`src/rtl/decode_queue.sv`:
```
// decode_queue: decoded-instruction FIFO between the fetch and decode stages.
// Each raw MIPS word is decoded as it is enqueued. The decoded fields are stored
// next to the instruction word and its PC in a DEPTH-entry circular buffer. The
// oldest entry is presented to the decode stage. All outputs are zero when the
// buffer is empty.
module decode_queue #(
    parameter int DEPTH = 4,
    parameter int PTR_W = $clog2(DEPTH)
) (
    input  logic             clk,
    input  logic             reset,
    input  logic             flush,
    input  logic             in_valid,
    input  logic [31:0]      in_ir,
    input  logic [31:0]      in_pc,
    output logic             in_ready,
    output logic             out_valid,
    input  logic             out_ready,
    output logic [31:0]      out_ir,
    output logic [31:0]      out_pc,
    output logic [5:0]       out_type,
    output logic [4:0]       out_a1,
    output logic [4:0]       out_a2,
    output logic [4:0]       out_a3,
    output logic             out_rs_use,
    output logic             out_rt_use,
    output logic             out_ri,
    output logic [PTR_W:0]   count
);

    // Instruction class codes. This numbering is shared with the rest of the pipeline.
    typedef enum logic [5:0] {
        T_NOP   = 6'd0,  T_ADD   = 6'd1,  T_SUB   = 6'd2,  T_AND   = 6'd3,
        T_OR    = 6'd4,  T_SLT   = 6'd5,  T_SLTU  = 6'd6,  T_LUI   = 6'd7,
        T_ADDI  = 6'd8,  T_ANDI  = 6'd9,  T_ORI   = 6'd10, T_LB    = 6'd11,
        T_LH    = 6'd12, T_LW    = 6'd13, T_SB    = 6'd14, T_SH    = 6'd15,
        T_SW    = 6'd16, T_MULT  = 6'd17, T_MULTU = 6'd18, T_DIV   = 6'd19,
        T_DIVU  = 6'd20, T_MFHI  = 6'd21, T_MFLO  = 6'd22, T_MTHI  = 6'd23,
        T_MTLO  = 6'd24, T_BEQ   = 6'd25, T_BNE   = 6'd26, T_JAL   = 6'd27,
        T_JR    = 6'd28, T_MFC0  = 6'd29, T_MTC0  = 6'd30, T_ERET  = 6'd31,
        T_SYSCALL = 6'd32
    } itype_e;

    // Where the destination register number comes from.
    typedef enum logic [1:0] {
        A3_ZERO,
        A3_RT,
        A3_RD,
        A3_RA
    } a3_sel_e;

    typedef struct packed {
        logic [31:0] ir;
        logic [31:0] pc;
        itype_e      itype;
        logic [4:0]  a1;
        logic [4:0]  a2;
        logic [4:0]  a3;
        logic        rs_use;
        logic        rt_use;
        logic        ri;
    } entry_t;

    typedef logic [PTR_W:0] cnt_t;

    logic [5:0] w_op;
    logic [5:0] w_funct;
    logic [4:0] w_rs;
    itype_e     w_type;
    a3_sel_e    w_a3_sel;
    logic [4:0] w_a3;
    logic       w_rs_use;
    logic       w_rt_use;
    logic       w_ri;
    entry_t     w_entry;
    entry_t     w_head;
    logic       w_push;
    logic       w_pop;
    logic       w_full;
    logic       w_empty;

    entry_t           r_mem [DEPTH];
    logic [PTR_W-1:0] r_wr_ptr;
    logic [PTR_W-1:0] r_rd_ptr;
    cnt_t             r_count;

    assign w_op    = in_ir[31:26];
    assign w_rs    = in_ir[25:21];
    assign w_funct = in_ir[5:0];

    // Decode the incoming word into a class, a destination source and operand-use flags.
    always_comb begin
        // NOTE: every combinational output gets a default first, so no path leaves it unassigned and no latch is inferred.
        w_type   = T_NOP;
        w_a3_sel = A3_ZERO;
        w_rs_use = 1'b0;
        w_rt_use = 1'b0;
        w_ri     = 1'b0;
        case (w_op)
            6'b000000: begin
                if (in_ir != 32'h0000_0000) begin
                    case (w_funct)
                        6'b100000: begin w_type = T_ADD;   w_a3_sel = A3_RD; w_rs_use = 1'b1; w_rt_use = 1'b1; end
                        6'b100010: begin w_type = T_SUB;   w_a3_sel = A3_RD; w_rs_use = 1'b1; w_rt_use = 1'b1; end
                        6'b100100: begin w_type = T_AND;   w_a3_sel = A3_RD; w_rs_use = 1'b1; w_rt_use = 1'b1; end
                        6'b100101: begin w_type = T_OR;    w_a3_sel = A3_RD; w_rs_use = 1'b1; w_rt_use = 1'b1; end
                        6'b101010: begin w_type = T_SLT;   w_a3_sel = A3_RD; w_rs_use = 1'b1; w_rt_use = 1'b1; end
                        6'b101011: begin w_type = T_SLTU;  w_a3_sel = A3_RD; w_rs_use = 1'b1; w_rt_use = 1'b1; end
                        6'b011000: begin w_type = T_MULT;  w_rs_use = 1'b1; w_rt_use = 1'b1; end
                        6'b011001: begin w_type = T_MULTU; w_rs_use = 1'b1; w_rt_use = 1'b1; end
                        6'b011010: begin w_type = T_DIV;   w_rs_use = 1'b1; w_rt_use = 1'b1; end
                        6'b011011: begin w_type = T_DIVU;  w_rs_use = 1'b1; w_rt_use = 1'b1; end
                        6'b010000: begin w_type = T_MFHI;  w_a3_sel = A3_RD; end
                        6'b010010: begin w_type = T_MFLO;  w_a3_sel = A3_RD; end
                        6'b010001: begin w_type = T_MTHI;  w_rs_use = 1'b1; end
                        6'b010011: begin w_type = T_MTLO;  w_rs_use = 1'b1; end
                        6'b001000: begin w_type = T_JR;    w_rs_use = 1'b1; end
                        6'b001100: begin w_type = T_SYSCALL; end
                        default:   begin w_ri = 1'b1; end
                    endcase
                end
            end
            6'b001111: begin w_type = T_LUI;  w_a3_sel = A3_RT; end
            6'b001000: begin w_type = T_ADDI; w_a3_sel = A3_RT; w_rs_use = 1'b1; end
            6'b001100: begin w_type = T_ANDI; w_a3_sel = A3_RT; w_rs_use = 1'b1; end
            6'b001101: begin w_type = T_ORI;  w_a3_sel = A3_RT; w_rs_use = 1'b1; end
            6'b100000: begin w_type = T_LB;   w_a3_sel = A3_RT; w_rs_use = 1'b1; end
            6'b100001: begin w_type = T_LH;   w_a3_sel = A3_RT; w_rs_use = 1'b1; end
            6'b100011: begin w_type = T_LW;   w_a3_sel = A3_RT; w_rs_use = 1'b1; end
            6'b101000: begin w_type = T_SB;   w_rs_use = 1'b1; w_rt_use = 1'b1; end
            6'b101001: begin w_type = T_SH;   w_rs_use = 1'b1; w_rt_use = 1'b1; end
            6'b101011: begin w_type = T_SW;   w_rs_use = 1'b1; w_rt_use = 1'b1; end
            6'b000100: begin w_type = T_BEQ;  w_rs_use = 1'b1; w_rt_use = 1'b1; end
            6'b000101: begin w_type = T_BNE;  w_rs_use = 1'b1; w_rt_use = 1'b1; end
            6'b000011: begin w_type = T_JAL;  w_a3_sel = A3_RA; end
            6'b010000: begin
                if (w_rs == 5'b00000) begin
                    w_type   = T_MFC0;
                    w_a3_sel = A3_RT;
                end else if (w_rs == 5'b00100) begin
                    w_type   = T_MTC0;
                    w_rt_use = 1'b1;
                end else if (w_funct == 6'b011000) begin
                    w_type   = T_ERET;
                end else begin
                    w_ri     = 1'b1;
                end
            end
            default: begin w_ri = 1'b1; end
        endcase
    end

    // Pick the destination register number from the selected field.
    always_comb begin
        w_a3 = 5'd0;
        case (w_a3_sel)
            A3_RT:   w_a3 = in_ir[20:16];
            A3_RD:   w_a3 = in_ir[15:11];
            A3_RA:   w_a3 = 5'd31;
            default: w_a3 = 5'd0;
        endcase
    end

    assign w_entry = '{ir: in_ir, pc: in_pc, itype: w_type, a1: in_ir[25:21], a2: in_ir[20:16],
                       a3: w_a3, rs_use: w_rs_use, rt_use: w_rt_use, ri: w_ri};

    assign w_full   = (r_count == cnt_t'(DEPTH));
    assign w_empty  = (r_count == '0);
    assign in_ready = !w_full;
    assign out_valid = !w_empty;
    assign w_push   = in_valid && in_ready;
    assign w_pop    = out_valid && out_ready;

    // Pointer and occupancy bookkeeping. A flush clears everything and overrides push and pop.
    always_ff @(posedge clk or posedge reset) begin
        if (reset) begin
            r_wr_ptr <= '0;
            r_rd_ptr <= '0;
            r_count  <= '0;
        end else if (flush) begin
            r_wr_ptr <= '0;
            r_rd_ptr <= '0;
            r_count  <= '0;
        end else begin
            if (w_push)
                r_wr_ptr <= r_wr_ptr + PTR_W'(1);
            if (w_pop)
                r_rd_ptr <= r_rd_ptr + PTR_W'(1);
            if (w_push && !w_pop)
                r_count <= r_count + cnt_t'(1);
            else if (w_pop && !w_push)
                r_count <= r_count - cnt_t'(1);
        end
    end

    // Store the decoded entry in the slot at the write pointer.
    always_ff @(posedge clk) begin
        // NOTE: the storage array has no reset; its contents are meaningless while count marks the slots as empty.
        if (w_push)
            r_mem[r_wr_ptr] <= w_entry;
    end

    // Present the head entry, or all zeros when there is nothing to present.
    always_comb begin
        w_head = '0;
        if (!w_empty)
            w_head = r_mem[r_rd_ptr];
    end

    assign out_ir     = w_head.ir;
    assign out_pc     = w_head.pc;
    assign out_type   = w_head.itype;
    assign out_a1     = w_head.a1;
    assign out_a2     = w_head.a2;
    assign out_a3     = w_head.a3;
    assign out_rs_use = w_head.rs_use;
    assign out_rt_use = w_head.rt_use;
    assign out_ri     = w_head.ri;
    assign count      = r_count;

endmodule

```
`config.mk`:
```
export PLATFORM = sky130hd
export DESIGN_NAME = decode_queue
export DESIGN_NICKNAME = d
export VERILOG_FILES = /design/src/rtl/decode_queue.sv
export SDC_FILE = /design/constraint.sdc
export NUM_CORES = 1
export LEC_CHECK = 0
export ABC_AREA = 1
export CORE_MARGIN = 2
export CORE_UTILIZATION = 45
export CTS_CLUSTER_DIAMETER = 30
export CTS_CLUSTER_SIZE = 24
export DETAILED_ROUTE_END_ITERATION = 10
export DONT_BUFFER_PORTS = 1
export SLEW_MARGIN = 40
export SYNTH_ARGS = -nofsm -noshare
export SYNTH_HDL_FRONTEND = slang
export SYNTH_SLANG_ARGS = --single-unit
```
`constraint.sdc`:
```
create_clock -name clk -period 4.6 [get_ports clk]
set_input_delay 0.92 -clock clk [delete_from_list [all_inputs] [get_ports clk]]
set_output_delay 0.92 -clock clk [all_outputs]
set_load 0.02 [all_outputs]
```
Yosys cells after proc, flatten, opt, wreduce, memory -nomap -nowiden
Memories as Yosys holds them, arrays and structs flattened. Index checks and enable logic that the tools add are counted.

Reductions and logical operators: 23. Mux-type cells: 35. Add/subtract/negate cells: 4. Eq/ne operators: 35.

Operator list (count): case mux 6 bit (16 select lines) (1); case mux 6 bit (15 select lines) (1); 2-to-1 mux 88 bit (1); equality test 6 bit, second input constant (12); equality test 6 x 5 -> 1 bit, second input constant (9); equality test 6 x 4 -> 1 bit, second input constant (6); nonzero test 32 bit (1); OR reduction 13 bit (2); OR reduction 16 bit (1); 2-to-1 mux 5 bit (3); case mux 5 bit (3 select lines) (1); 2-to-1 mux 1 bit (14); equality test 6 x 3 -> 1 bit, second input constant (2); 2-to-1 mux 2 bit (6); OR reduction 11 bit (1); OR reduction 10 bit (1); 2-to-1 mux 3 bit (3); case mux 2 bit (4 select lines) (1); OR reduction 8 bit (1); OR reduction 7 bit (1); equality test 6 x 2 -> 1 bit, second input constant (1); zero test 6 bit (1); 2-to-1 mux 6 bit (1); case mux 1 bit (3 select lines) (2); other kinds (15) (24).

Memory bits (writable): 352. Output and inout bits: 93. Memories: 1. Register bits after elaboration: 7.

Memory list: r_mem (depth 4, bits a word 88, read ports 1, clocked after memory_dff 0, write ports 1, line 82) `entry_t r_mem [DEPTH];`.

Depth between registers and ports, before layout
Gate-level depths: netlist of the first run.

Depth after elaboration: 8. Mapped depth: 10.

Worst setup path after synthesis of the first run
OpenSTA, ideal clock, no wires.

Kind: in2reg. From: input port in_valid. To: memory r_mem[0][0] (netlist bit) (enable). Stages: 2. Buffers on the path: 0. Data arrival time: 4297 ps. Library setup time: 515 ps. Required time: 4085 ps. Setup slack: -212 ps. Path through: nand2_2 nor2_1.

Cells in the longest elaborated chain, start to end: 3.

RTL lines: from (decl) (line 13) `input logic in_valid,`; logical AND 1 bit (line 171) `assign w_push = in_valid && in_ready;`; 2-to-1 mux 1 bit (line 199) `if (w_push)`; 2-to-1 mux 1 bit (implied by the code) (line 200) `r_mem[r_wr_ptr] <= w_entry;`; to (decl) (line 82).

Every way passes these cells.

Worst setup path after layout of the first run
From: register r_count[0], in the netlist count[0]. To: output port out_rs_use.

Cells in the longest elaborated chain, start to end: 2.

RTL lines: from (decl) (line 85) `cnt_t r_count;`; from (signal assigned) (line 190) `r_count <= r_count + cnt_t'(1);`; from (signal assigned) (line 192) `r_count <= r_count - cnt_t'(1);`; zero test 3 bit (line 168) `assign w_empty = (r_count == '0);`; 2-to-1 mux 88 bit (line 206) `if (!w_empty)`; to (decl) (line 25) `output logic out_rs_use,`.

Every way passes these cells.

==> metrics.txt, run 1 <==
met3 track utilization from global routing=0.0561; initial drt markers=615; register area share after synthesis=0.706; ANT nets after route=0; synthesized area per cell=11.2 sq um; final hold violations=0; count of flip-flops with a built-in enable after synthesis=approximately 310; Worst path slowest cell=clkinv_2; endpoints failing setup=0; Congestion Overflow GR=0; most common flop cell mapped by yosys=edfxtp_1; Total Routed Length=32000 microns; RSZ-0062 raised after global routing=false; outcome=complete, no violations; share of flip-flops with an asynchronous set or reset=0.0219; Post-Synthesis Cell Area=13500 sq um; # DRC=0; synth warn=0; initial antenna violation count=0; fin crit share=0.809; hpwl dp=17900 microns; VDD IR-drop max=376 uV; CTS Hold Bufs=0; crit-path cells=inv_1, nand3b_1, clkinv_2, buf_12, a21oi_1, buf_4; number of global-route vias before repair=around 8800; placed insts=1564; filler instances=2475; Final Net Count=roughly 1300; Required @ worst endpoint=3.68 ns; Area growth, synth to finish=21.0%; synthesized net count=1282; Ant. Diodes=0; largest net degree at the start of global routing=158; Worst-path clk slew=roughly 0.040 ns; Max Freq=~0.27 GHz; Max-Cap Viols=0; crit path buf inv count=4; vias per std cell=5.33; global-route wire length before repair=48900 microns; Worst EP arrival=2.80 ns; routed len/inst=approximately 19 microns; # rows=63; full die area=31500 sq um; CTS resizes=0; fin crit period=around 3.7 ns; CP Capture Type=output port; relative slew slack=0.474; routing usage on met1=0.252; Num CTS Buffers=67; final std cells w/o fill=1684; fin. max-slew vios=0; CTS Sinks=about 320; r2r setup slk=1.95 ns; FF+latch count, synth=319; DR pass1 iterations=5; H-tree Lvls=3; synth unique cells=26; vias after detailed routing=8982; setup bufs post-CTS=0; met2 Use GR=0.344; GR peak layer=met2; Initial Util=0.456; Die Span Y=177 microns; HP Class=input port to async pin; Leak=6.00 nW; number of buffers added on ports=0; die span in x=177 microns; crit path max fanout=57; largest stage delay on the critical path=0.46 ns; Clock Tree Buf Depth=3; Syn Inst Count=about 1200; Least-Margin Pin Slew=slightly below 0.8 ns; pre-CTS setup slack=1.40 ns; critical path type=flop to output port; clock latency at the later pin of the worst-skew pair=0.53 ns; TritonCTS clock tree=yes; IO Pins=~160; Worst path top cell family by delay=buffers and inverters; register area=9550 sq um; CP Launch Type=flop; worst clock skew=around 0.015 ns; share of cells above drive strength 1=0.132; P per Cell Area=647 nW/um^2; Core Region=29600 sq um; TNS Setup=0 ns; final worst setup slack=approximately 0.88 ns; area of the multi-input gates=3500 sq um; gr usage total=0.205; Root Driver=clkbuf_16; GPL Wtd Cong=0.881
## area by class of cell
cell class,instances,area share
clock buffer,76,0.106
inverter,46,0.0109
timing repair buffer,37,0.0245
multi-input combinational,773,0.214
tap,390,0.0298
sequential,319,0.584
clock inverter,43,0.0317
## worst reg2reg max path, delay by kind of cell (launching register included)
kind	cells	cell delay, ns
simple gates	3	1.21
buf+inv	2	0.59
flops	1	0.46
## path summary, 6_finish.rpt
kind,cells after the start,start,end
setup / recovery,6,count[0],out_rs_use
hold / removal,1,reset,count[0]
max in group asynchronous,1,reset,r_rd_ptr[1]
hold reg to reg,2,r_wr_ptr[0],r_wr_ptr[0]
setup reg to reg,5,count[1],r_mem[3][31]
min in group clk,1,flush,r_wr_ptr[1]
## cells by family (layout without fill, tap and decap cells)
group                    count (synthesis)  in the layout  share of synthesized area
AND/OR/NAND/NOR                        514            514                      0.157
buffers and inverters                  116            202                     0.0382
AO/OA/AOI/OAI                          253            253                     0.0938
flip-flops                             319            319                      0.706
adder cells (fa/ha/maj)                  5              5                    0.00518
XOR/XNOR                                 1              1                   0.000648
## cell usage after synthesis, types with 5 or more instances
cell	n	area share
edfxtp_1	312	0.69
nand2_1	66	0.018
buf_4	14	0.0078
dfrtp_1	7	0.013
nor2_2	10	0.0046
a21oi_1	84	0.031
nor2_1	364	0.10
nand3_1	52	0.019
o21ai_0	165	0.061
nand2_2	5	0.0023
clkbuf_1	33	0.0092
inv_2	8	0.0022
nor2_4	5	0.0042
buf_2	23	0.0085
inv_1	38	0.011
## registers in the layout (all words and copies together), names as in the netlist
| signal | cells |
|---|---|
| r_mem | 312 |
| count | 3 |
| r_wr_ptr | 2 |
| r_rd_ptr | 2 |
## per-stage QoR
stage | hold slack, ns | power [mW] | util | cell area, sq um
6_report | 0.224 | 10.6 | 0.552 | 16400
5_1_grt | 0.219 | 11.0 | 0.552 | 16400
4_1_cts | 0.220 | 10.7 | 0.551 | 16300
3_5_place_dp | 0.621 | 5.94 | 0.475 | 14100
3_3_place_gp | 0.610 | 5.91 | 0.475 | 14100
2_1_floorplan | 0.569 | 5.37 | - | 13500
## metal layers
metal,up-vias,routed length [microns]
li1,4288,-
met1,4352,13200
met2,282,15900
met3,60,2150
met4,0,857
met5,-,0
## where the power goes
group | switching (mW) | internal (mW)
Clock | 1.46 | 3.25
Combinational | 1.72 | 0.559
Sequential | 0.0758 | 3.52
Total | 3.25 | 7.33
## placed cells by master, fill, tap and decap left out, drive strengths merged
master and instances:
nor2 380, edfxtp 312, o21ai 168, a21oi 84
clkbuf 76, nand2 71, nand3 53, inv 47
buf 37, clkinv 27, bufinv 10, dfrtp 7
clkinvlp 5, nand4 4, ha 4, nand3b 3
nor3 2, nand2b 1, xor2 1, a211oi 1
fa 1
(Power assumes the default switching activity.)
==> inputs of run 2 (changes only) <==
==> constraint.sdc (replaced) <==
create_clock -name clk -period 3.2 [get_ports clk]
set_input_delay 0.64 -clock clk [delete_from_list [all_inputs] [get_ports clk]]
set_output_delay 0.64 -clock clk [all_outputs]
set_load 0.02 [all_outputs]
==> run 2 against run 1 <==
Effect of this change: combinational power is 69% higher; power is 46% higher; sequential share of layout area is 1.3 points lower; clock-buffer cell count is 11 lower; wire length is 1.6% lower; flip-flop and latch count stayed put; utilization is 1.3 points higher; via count is 1.9% higher; non-clock buffer count is 62 higher; critical path type unchanged; largest power group unchanged; highest routed layer unchanged.
==> metrics.txt, run 2 (same netlist as run 1, synthesis figures left out) <==
die span in x=177 microns (unchanged); GPL Wtd Cong=0.881 (about the same); commonest non-fill, non-tap cell in the layout=nor2_1; CTS resizes=0 (unchanged); # DRC=0 (unchanged); fin crit period=~3.1 ns; Leak=6.25 nW (+4.2%); register area=9550 sq um (unchanged); share of cells above drive strength 1=0.177 (+0.0449); placed insts=1626 (+4.0%); largest net degree at the start of global routing=98 (-38%); endpoints failing setup=0 (unchanged); Final Core Density=0.565 (+0.0126); number of global-route vias before repair=9106 (+3.1%); CP Launch Type=flop; Area growth, synth to finish=23.7%; Final Net Count=1373 (+4.2%); CP Capture Type=output port; final std cells w/o fill=1740 (+3.3%); # rows=63 (unchanged); CTS Hold Bufs=1 (+1); Max-Cap Viols=0 (unchanged); TNS Setup=0 ns (unchanged); full die area=31500 sq um (unchanged); crit path max fanout=78 (+37%); TritonCTS clock tree=yes; crit-path cells=inv_1, nand3b_1, clkinv_2, buf_12, a21oi_1, buf_4; number of buffers added on ports=0 (unchanged); hpwl dp=18200 microns (+1.6%); routed len/inst=18.1 microns (-4.8%); DR pass1 iterations=5 (unchanged); vias per std cell=5.26 (-1.3%); max FFs per register=312 (unchanged); Required @ worst endpoint=2.56 ns (-1.12 ns); H-tree Lvls=2 (-1); fin. max-slew vios=0 (unchanged); critical path type=flop to output port; Num CTS Buffers=60 (-10%); Worst EP arrival=2.41 ns (-0.39 ns); outcome=complete, no violations; IO Pins=162 (unchanged); Total Routed Length=31500 microns (-1.6%); VDD IR-drop max=630 uV (+68%); most frequent cells in the layout=360 x nor2_1, 312 x edfxtp_1, 165 x o21ai_0; area of the multi-input gates=3500 sq um (unchanged); RSZ-0062 raised after global routing=false; relative slew slack=0.503 (+0.0293); final hold violations=0 (unchanged); initial antenna violation count=0 (unchanged); Max Freq=0.327 GHz; setup bufs post-CTS=0 (unchanged); Worst-path clk slew=0.05 ns (about the same); final worst setup slack=0.145 ns (-0.733 ns); largest stage delay on the critical path=0.45 ns (about the same); Ant. Diodes=0 (unchanged); Largest Register=r_mem; pre-CTS setup slack=0.728 ns (-0.670 ns); Root Driver=clkbuf_16; Worst path slowest cell=dfrtp_1; worst clock skew=0.0138 ns (-0.000762 ns); P per Cell Area=921 nW/um^2 (+42%); CTS Sinks=319 (unchanged); HP Class=input port to flop; Clock Tree Buf Depth=3 (unchanged); Core Region=29600 sq um (unchanged); filler instances=2413 (-2.5%); gr usage total=0.201 (-0.00333); ANT nets after route=0 (unchanged); Die Span Y=177 microns (unchanged); initial drt markers=557 (-9.4%); Least-Margin Pin Slew=0.745 ns (-0.0440 ns); Initial Util=0.456 (unchanged); global-route wire length before repair=48900 microns (-0.11%); vias after detailed routing=9157 (+1.9%); clock latency at the later pin of the worst-skew pair=0.56 ns (+0.03 ns); Congestion Overflow GR=0 (unchanged); fin crit share=0.955
-- run 2: cell types whose count changed in the layout (fill, tap and decap cells not counted), moves of 2 or more --
| cell | delta |
|---|---|
| buf_4 | +57 |
| clkinv_1 | -10 |
| buf_12 | +5 |
| clkbuf_1 | -3 |
| inv_8 | +2 |
| clkinvlp_4 | +5 |
| inv_6 | +6 |
| clkinv_4 | +3 |
| clkbuf_16 | -8 |
| clkinv_8 | -2 |
-- run 2: through the flow --
step	hold slack, ns	cell area [sq um]	power, mW
after floorplan	0.443	13500	7.69
after CTS	0.137	16700	15.6
after detailed placement	0.485	14600	9.14
after global routing	0.137	16700	16.1
after global placement	0.488	14600	9.11
final	0.159	16700	15.4
-- run 2: area by class of cell --
class	instances	area share
repair buffers	99	0.0545
well taps	390	0.0292
multi-input cells	773	0.209
flip-flops and latches	319	0.571
inverters	46	0.0106
clock buffers	65	0.0908
clock inverters	48	0.0354
-- run 2: report_power, final --
group	switching, mW	internal, mW
Combinational	2.58	1.27
Clock	2.12	4.28
Sequential	0.112	5.05
-- run 2: worst paths after layout --
| path | start | slack (ns) | to | depth (start not counted) |
|---|---|---|---|---|
| min in group asynchronous | reset | 0.47 | count[1] | 2 |
| hold / removal | flush | 0.16 | r_wr_ptr[1] | 1 |
| max in group asynchronous | reset | 2.48 | r_rd_ptr[1] | 2 |
| setup / recovery | count[0] | 0.15 | out_a3[1] | 6 |
| hold reg to reg | r_wr_ptr[1] | 0.62 | r_wr_ptr[1] | 2 |
| setup reg to reg | count[0] | 0.72 | r_mem[1][3] | 5 |
-- run 2: routing by layer --
metal / up-vias / GRT usage / routed length, microns
met4: 0 / 0.0745 / 833
li1: 4406 / - / -
met5: - / 0 / 0
met3: 66 / 0.0482 / 2210
met1: 4383 / 0.252 / 13200
met2: 302 / 0.341 / 15300
-- run 2: critical path, delay by kind of cell (launching register included) --
family                 cells  cell delay, ns
buffers and inverters      4            0.91
flip-flops                 1            0.45
AND/OR/NAND/NOR            1            0.30
AO/OA/AOI/OAI              1            0.15
